### config.mk
export PLATFORM = sky130hd
export DESIGN_NAME = memory_access_stage
export DESIGN_NICKNAME = d
export VERILOG_FILES = /design/src/rtl/memory_access_stage_pkg.sv /design/src/rtl/memory_access_stage_watchdog.sv /design/src/rtl/memory_access_stage.sv
export SDC_FILE = /design/constraint.sdc
export NUM_CORES = 1
export LEC_CHECK = 0
export CORE_AREA = 2 2 158 160
export DETAILED_ROUTE_END_ITERATION = 16
export DIE_AREA = 0 0 160 162
export PLACE_DENSITY = 0.7
export SYNTH_ARGS = -nofsm -noshare
export SYNTH_HDL_FRONTEND = slang
export SYNTH_HIERARCHICAL = 1
export SYNTH_SLANG_ARGS = --single-unit
### constraint.sdc
create_clock -name clk_i -period 2.64 [get_ports clk_i]
set_input_delay 0.264 -clock clk_i [delete_from_list [all_inputs] [get_ports clk_i]]
set_output_delay 0.264 -clock clk_i [all_outputs]
set_load 0.03 [all_outputs]
### src/rtl/memory_access_stage_pkg.sv
// Shared Y86-64 constants for the memory stage: icodes, status codes and FSM states.
package memory_access_stage_pkg;

  localparam logic [3:0] IHALT   = 4'h0;
  localparam logic [3:0] INOP    = 4'h1;
  localparam logic [3:0] IRRMOVQ = 4'h2;
  localparam logic [3:0] IIRMOVQ = 4'h3;
  localparam logic [3:0] IRMMOVQ = 4'h4;
  localparam logic [3:0] IMRMOVQ = 4'h5;
  localparam logic [3:0] IOPQ    = 4'h6;
  localparam logic [3:0] IJXX    = 4'h7;
  localparam logic [3:0] ICALL   = 4'h8;
  localparam logic [3:0] IRET    = 4'h9;
  localparam logic [3:0] IPUSHQ  = 4'hA;
  localparam logic [3:0] IPOPQ   = 4'hB;

  localparam logic [2:0] SAOK = 3'd1;
  localparam logic [2:0] SHLT = 3'd2;
  localparam logic [2:0] SADR = 3'd3;
  localparam logic [2:0] SINS = 3'd4;

  localparam logic [3:0] RNONE = 4'hF;

  typedef enum logic [1:0] {
    IDLE = 2'd0,
    REQ  = 2'd1,
    DONE = 2'd2
  } mem_state_e;

endpackage

### src/rtl/memory_access_stage_watchdog.sv
// Bus watchdog: counts REQ cycles and flags expiry on the TIMEOUT-th cycle without ack.
module memory_access_stage_watchdog #(
  parameter int TIMEOUT = 64
) (
  input  logic clk_i,
  input  logic rst_n_i,
  input  logic i_clr,
  input  logic i_en,
  output logic o_expire
);

  localparam logic [7:0] LAST = 8'(TIMEOUT - 1);

  logic [7:0] r_count;

  // Count enabled cycles; clear restarts the window for the next access.
  always_ff @(posedge clk_i or negedge rst_n_i) begin
    if (!rst_n_i) begin
      r_count <= 8'd0;
    end else if (i_clr) begin
      r_count <= 8'd0;
    end else if (i_en) begin
      r_count <= r_count + 8'd1;
    end
  end

  // Expire during the cycle that would be the TIMEOUT-th enabled cycle.
  assign o_expire = i_en && (r_count == LAST);

endmodule

### src/rtl/memory_access_stage.sv
// Y86-64 memory stage: data-memory access over req/ack with watchdog, producing m_valM and m_stat.
//
// state | meaning
// IDLE  | no access in flight; non-memory ops pass through, in-range access launches
// REQ   | bus request held until ack or watchdog expiry
// DONE  | access finished; m_valM/m_stat valid for the W register
module memory_access_stage
  import memory_access_stage_pkg::*;
#(
  parameter int MEM_BYTES = 8192,
  parameter int TIMEOUT   = 64
) (
  input  logic        clk_i,
  input  logic        rst_n_i,
  input  logic [2:0]  M_stat_i,
  input  logic [3:0]  M_icode_i,
  input  logic [63:0] M_valE_i,
  input  logic [63:0] M_valA_i,
  output logic        mem_req_o,
  output logic        mem_we_o,
  output logic [63:0] mem_addr_o,
  output logic [63:0] mem_wdata_o,
  input  logic        mem_ack_i,
  input  logic        mem_err_i,
  input  logic [63:0] mem_rdata_i,
  output logic [63:0] m_valM_o,
  output logic [2:0]  m_stat_o,
  output logic        m_busy_o
);

  localparam logic [63:0] ADDR_MAX = 64'(MEM_BYTES - 8);

  mem_state_e  r_state;
  logic        r_req;
  logic        r_we;
  logic [63:0] r_addr;
  logic [63:0] r_wdata;
  logic        r_fault;
  logic [63:0] r_rdata;

  logic        w_is_read;
  logic        w_is_write;
  logic        w_need;
  logic [63:0] w_addr;
  logic        w_in_range;
  logic        w_start;
  logic        w_adr_fault;
  logic        w_expire;

  // Decode the instruction in M into access type, address and launch/fault conditions.
  always_comb begin
    w_is_read   = (M_icode_i == IMRMOVQ) || (M_icode_i == IPOPQ) || (M_icode_i == IRET);
    w_is_write  = (M_icode_i == IRMMOVQ) || (M_icode_i == IPUSHQ) || (M_icode_i == ICALL);
    w_addr      = ((M_icode_i == IPOPQ) || (M_icode_i == IRET)) ? M_valA_i : M_valE_i;
    w_need      = (M_stat_i == SAOK) && (w_is_read || w_is_write);
    w_in_range  = (w_addr <= ADDR_MAX);
    w_start     = (r_state == IDLE) && w_need && w_in_range;
    w_adr_fault = (r_state == IDLE) && w_need && !w_in_range;
  end

  memory_access_stage_watchdog #(
    .TIMEOUT (TIMEOUT)
  ) u_watchdog (
    .clk_i    (clk_i),
    .rst_n_i  (rst_n_i),
    .i_clr    (r_state == IDLE),
    .i_en     (r_state == REQ),
    .o_expire (w_expire)
  );

  // Access FSM with registered bus outputs; ack wins over a same-cycle watchdog expiry.
  always_ff @(posedge clk_i or negedge rst_n_i) begin
    if (!rst_n_i) begin
      r_state <= IDLE;
      r_req   <= 1'b0;
      r_we    <= 1'b0;
      r_addr  <= 64'd0;
      r_wdata <= 64'd0;
      r_fault <= 1'b0;
      r_rdata <= 64'd0;
    end else begin
      case (r_state)
        IDLE: begin
          if (w_start) begin
            r_state <= REQ;
            r_req   <= 1'b1;
            r_we    <= w_is_write;
            r_addr  <= w_addr;
            r_wdata <= M_valA_i;
            r_fault <= 1'b0;
            r_rdata <= 64'd0;
          end
        end
        REQ: begin
          if (mem_ack_i) begin
            if (!r_we) begin
              r_rdata <= mem_rdata_i;
            end
            r_fault <= mem_err_i;
            r_req   <= 1'b0;
            r_state <= DONE;
          end else if (w_expire) begin
            r_fault <= 1'b1;
            r_req   <= 1'b0;
            r_state <= DONE;
          end
        end
        DONE: begin
          r_state <= IDLE;
        end
        default: begin
          r_state <= IDLE;
          r_req   <= 1'b0;
        end
      endcase
    end
  end

  assign mem_req_o   = r_req;
  assign mem_we_o    = r_we;
  assign mem_addr_o  = r_addr;
  assign mem_wdata_o = r_wdata;

  // Stage results: busy while launching or waiting; SADR on range or bus fault.
  always_comb begin
    m_busy_o = w_start || (r_state == REQ);
    m_valM_o = ((r_state == DONE) && !r_we) ? r_rdata : 64'd0;
    m_stat_o = M_stat_i;
    if (w_adr_fault || ((r_state == DONE) && r_fault)) begin
      m_stat_o = SADR;
    end
  end

endmodule

# Yosys cells after proc, flatten, opt, wreduce, memory -nomap -nowiden
# Cells that the tools add are included.
# word_totals
register_bits	205
input_bits	203
output_inout_bits	198
wordCells	70
# op_classes
n_addsub	1
magnitude_cmp	1
n_eq_ne	14
mux	21
n_bitwise	1
reduce_logical	24
# ops
op	count
64-bit two-way mux	5
64-bit case mux with 2 select lines	1
64-bit by 13-bit <= comparator with 1-bit output (second input constant)	1
4-bit equality test (second input constant)	4
8-bit two-way mux	2
8-bit by 1-bit adder with 8-bit output (second input constant)	1
4-bit by 3-bit equality test with 1-bit output (second input constant)	2
8-bit by 6-bit equality test with 1-bit output (second input constant)	1
1-bit logical OR	8
1-bit logical AND	7
1-bit two-way mux	6
2-bit two-way mux	3
2-bit != test (second input constant)	3
3-bit AND reduction	2
2-bit case mux with 2 select lines	1
2-bit AND reduction	2
4-bit AND reduction	1
3-bit by 1-bit equality test with 1-bit output (second input constant)	1
3-bit two-way mux	1
3-bit != test (second input constant)	1
1-bit case mux with 3 select lines	1
2-bit by 1-bit equality test with 1-bit output (second input constant)	1
2-bit equality test (second input constant)	1
1-bit zero test	2
4 further kinds	4

# Depth between registers and ports, before layout
# depth
depth_word	9
ltp_mapped	8
depth_no_buf	7

# Cells and area by module
# Netlist, hierarchy kept.
# modules_own_cells
mod	n_inst	cells_per_inst	area_each_um2	seq_area_each_um2
memory_access_stage	1	745	8496.9	4929.7
memory_access_stage_watchdog	1	38	386.6	200.2

# Least setup slack after synthesis
# No wires, ideal clock.
# synth_path
path_type	input -> output
start	input port M_valA_i[29]
end	output port m_busy_o
arrival_ns	1.728
t_required_ns	2.376
path_slack_ns	0.648
cell_stages	7
n_path_buf	2
path_cell_list	nor4_1 > nand4_1 > nor3_2 > o221ai_4 > buf_6 > buf_6 > nand2_1
# synth_between
elab_chain_len	4
# synth_lines
item	line	source
from (decl)	memory_access_stage.sv:18	input logic [63:0] M_valA_i,
64-bit two-way mux	memory_access_stage.sv:54	w_addr = ((M_icode_i == IPOPQ) || (M_icode_i == IRET)) ? M_valA_i : M_valE_i;
64-bit by 13-bit <= comparator with 1-bit output	memory_access_stage.sv:56	w_in_range = (w_addr <= ADDR_MAX);
1-bit logical AND	memory_access_stage.sv:57	w_start = (r_state == IDLE) && w_need && w_in_range;
1-bit logical OR	memory_access_stage.sv:126	m_busy_o = w_start || (r_state == REQ);
to (decl)	memory_access_stage.sv:28	output logic m_busy_o
# No other way between the ends.

# Worst setup path in the final report
# layout_path
start	input port M_valE_i[22]
end	output port m_stat_o[1]
# layout_between
elab_chain_len	6
# layout_lines
item	line	source
from (decl)	memory_access_stage.sv:17	input logic [63:0] M_valE_i,
64-bit two-way mux	memory_access_stage.sv:54	
64-bit by 13-bit <= comparator with 1-bit output	memory_access_stage.sv:56	
1-bit zero test	memory_access_stage.sv:58	w_adr_fault = (r_state == IDLE) && w_need && !w_in_range;
1-bit logical AND	memory_access_stage.sv:58	
1-bit logical OR	memory_access_stage.sv:129	if (w_adr_fault || ((r_state == DONE) && r_fault)) begin
3-bit two-way mux	memory_access_stage.sv:129	
to (decl)	memory_access_stage.sv:27	output logic [2:0] m_stat_o,
# No other way between the ends.

==> impl_metrics.yaml <==
final_layout:
  finalNetCount: 1405
  drive_above_1_share_pct: 12.7
  instances_no_fill: 1542
  area_delta_synth_final_pct: 63.2
  n_antenna_cell: 0
yosys:
  ys_seq_area_share_pct: 57.7
  yosys_most_used_dff: "dfrtp_1"
  async_flop_share_pct: 100
  postSynthCellCount: 783
  yosysWarnings: 6
  ys_top_cells_by_area: "dfrtp_1, mux2_4, and2_1"
  ys_ff_latch: 205
  netlist.area_leader.share_pct: 57.7
  synth.most_common_cell: "dfrtp_1"
  avgSynthCellArea_um2: 11.3
  synth_area_mm2: 0.00888
  synth_fp_nets: 987
  synth_common_cells: "dfrtp_1, nand2_1, and2_1"
  synthDistinctLibCells: 41
  synth_area_leader_cell: "dfrtp_1"
  synth_edf_count: 0
clock_network:
  clk_pin_slew_ns: 0.06
  cts_tree: "done"
  numCtsBuffers: 24
  htreeDepth: 1
  ctsLongestPathBuffers: 3
  clock_sinks: 205
  clock-root-buffer: "clkbuf_16"
  insertion_delay_ns: 0.52
  postCtsSetupBuffers: 0
timing:
  period_needed_ns: 2.56
  finClkSkew_ns: 0.0113
  finalSetupViolations: 0
  rsz0062_at_grt: "true"
  fmax_mhz: 390
  relSlewSlack_pct: 64.3
  hold_violations: 0
  tightestPinTransition_ns: 0.535
  slew_viol_final: 0
  period_share_pct: 97.0
worst_setup_path:
  cp.required_ns: 2.38
  cp-start-kind: "input port"
  critPathMaxStageDelay_ns: 0.45
  critPathCaptureType: "output port"
  crit_fanout: 3
  path_class: "input port to output port"
  cp.arrival_ns: 2.30
  cp_cell_sequence: "clkdlybuf4s50_1 > nor4_2 > nand4_1 > buf_4 > nor3_4 > o221ai_1 > buf_4 > a21o_1 > buf_4"
  cp_slowest_cell: "clkdlybuf4s50_1"
  path_common_cell: "buf_4"
detailed_routing:
  first_pass_iters: 4
  vias: 7397
  antenna_left: 0
  wire_per_inst_um: 18.2
  via_per_inst: 4.80
  route.detailed.drc: 0
  wl_um: 28000
  drt_iter0_markers: 361
grt:
  grt_pass1_wl_um: 43400
  track_usage_pct: 21.1
  grt_max_degree: 66
  globalRouteOverflowTotal: 0
  grt_pass1_vias: 7747
  antenna_found_initial: 0
pwr:
  comb_power_share_pct: 6.7
  seq_power_share_pct: 44.2
  powerDensity_mw_per_mm2: 491
  leakagePower_nw: 7.60
  vdd_drop_max_uv: 291
  power_switching_share_pct: 20.7
  power.total_mw: 7.12
  switchingPower_mw: 1.47
  clock_power_share_pct: 49.2
  internal_power_mw: 5.65
floorplanning:
  rows: 57
  die_area_mm2: 0.0259
  io_pins: 401
  die_w_um: 160
  core_area_mm2: 0.0241
  start_util_pct: 36.9
  dieHeight_um: 162
place:
  gp_congestion: 0.828
  dp_cells: 1498
  io_buffers: 400
  hpwl_um: 20700
flow_run:
  cap_violations: 0
outcome:
  status: "complete, no violations"
min_path:
  min_path_type: "input port to flop"
what timing repair did:
item / CTS / global route
setup endpoints to repair: 11 / 57
endpoints found under the hold margin: 60 / 0
cloned: 0 / 0
gates resized for setup: 12 / 60
pin swaps: 1 / 1
hold buffers: 1 / 0
per-layer routing:
layer | global-route usage (%) | vias up | wire length (um) | share of wire, %
met5 | 0 | - | 0 | 0
met4 | 6.80 | 0 | 897 | 3.2
met3 | 5.92 | 60 | 2170 | 7.7
met2 | 37.3 | 302 | 13800 | 49
met1 | 25.0 | 3574 | 11100 | 40
li1 | - | 3461 | - | -
cells in the final DEF (no fill, tap or decap), types with 3 or more instances in the layout:
master / count
o21ai_1: 9
o21ai_0: 59
or3_1: 3
nor3_1: 4
and2_1: 116
nand3_1: 4
dfrtp_1: 205
clkbuf_16: 24
nor4_1: 24
nand2b_1: 3
clkbuf_8: 6
buf_4: 24
bufinv_16: 4
dlygate4sd2_1: 9
dlymetal6s2s_1: 55
mux2_4: 63
inv_1: 3
mux2_1: 14
clkbuf_1: 4
nand2_1: 176
nand4_1: 12
xor2_1: 3
nor2_1: 7
buf_12: 14
clkdlybuf4s50_1: 333
clkinv_2: 4
a21oi_1: 3
through the flow:
step | hold slack (ns) | setup TNS, ns | util, % | instance area [um^2] | worst slack [ns]
2_1_floorplan | -0.0316 | 0 | - | 8880 | 0.648
3_3_place_gp | 0.287 | -12.81 | 55.9 | 13500 | -0.117
3_5_place_dp | 0.296 | -13.11 | 55.9 | 13500 | -0.139
4_1_cts | 0.270 | 0 | 59.5 | 14300 | 0.00270
5_1_grt | 0.295 | -0.0504 | 60.2 | 14500 | -0.0384
6_report | 0.293 | 0 | 60.2 | 14500 | 0.0785
registers in the layout, summed over array words and instances (netlist names):
name and count:
r_rdata 64, mem_addr_o 64, mem_req_o 1, r_state 2, r_fault 1, u_watchdog/r_count 8
mem_wdata_o 64, mem_we_o 1
critical path, delay by kind of cell:
| kind | cells | cell delay (ns) |
|---|---|---|
| AOI/OAI and AO/OA | 2 | 0.35 |
| and+or+nand+nor | 3 | 0.72 |
| buffers and inverters | 4 | 0.96 |
final cells by class:
class | count | area [um^2]
flip-flops and latches | 205 | 5130
inverters | 3 | 11.3
well taps | 324 | 405
clock buffers | 33 | 684
fillers | 1989 | 9610
clock inverters | 10 | 164
repair buffers | 437 | 4580
multi-input cells | 530 | 3520
final timing paths:
path	start	to	slack [ns]	depth (start not counted)
max	M_valE_i[22]	m_stat_o[1]	0.08	9
min	mem_rdata_i[61]	r_rdata[61]	0.29	3
max reg2reg	r_state[0]	mem_addr_o[32]	0.63	9
min reg2reg	mem_addr_o[56]	mem_addr_o[56]	0.48	1
max in group asynchronous	rst_n_i	r_rdata[52]	1.55	3
min in group asynchronous	rst_n_i	mem_addr_o[61]	0.30	2
power by group through the flow:
stage | Combinational [mW] | Clock, mW | Sequential, mW
floorplan | 0.0440 | 0 | 3.20
global placement | 0.471 | 0 | 3.20
detailed placement | 0.474 | 0 | 3.20
CTS | 0.479 | 3.60 | 3.14
global route | 0.513 | 3.74 | 3.14
finish | 0.473 | 3.50 | 3.15
kinds of logic after synthesis:
logic type | Yosys count | share of synthesized area, %
fa+ha+maj | 1 | 0.141
compound gates | 81 | 5.21
buf+inv | 48 | 3.21
mux | 79 | 12.6
xor+xnor | 4 | 0.394
flops | 205 | 57.7
simple gates | 365 | 20.6
No activity file was read; power rests on OpenSTA's default activity.
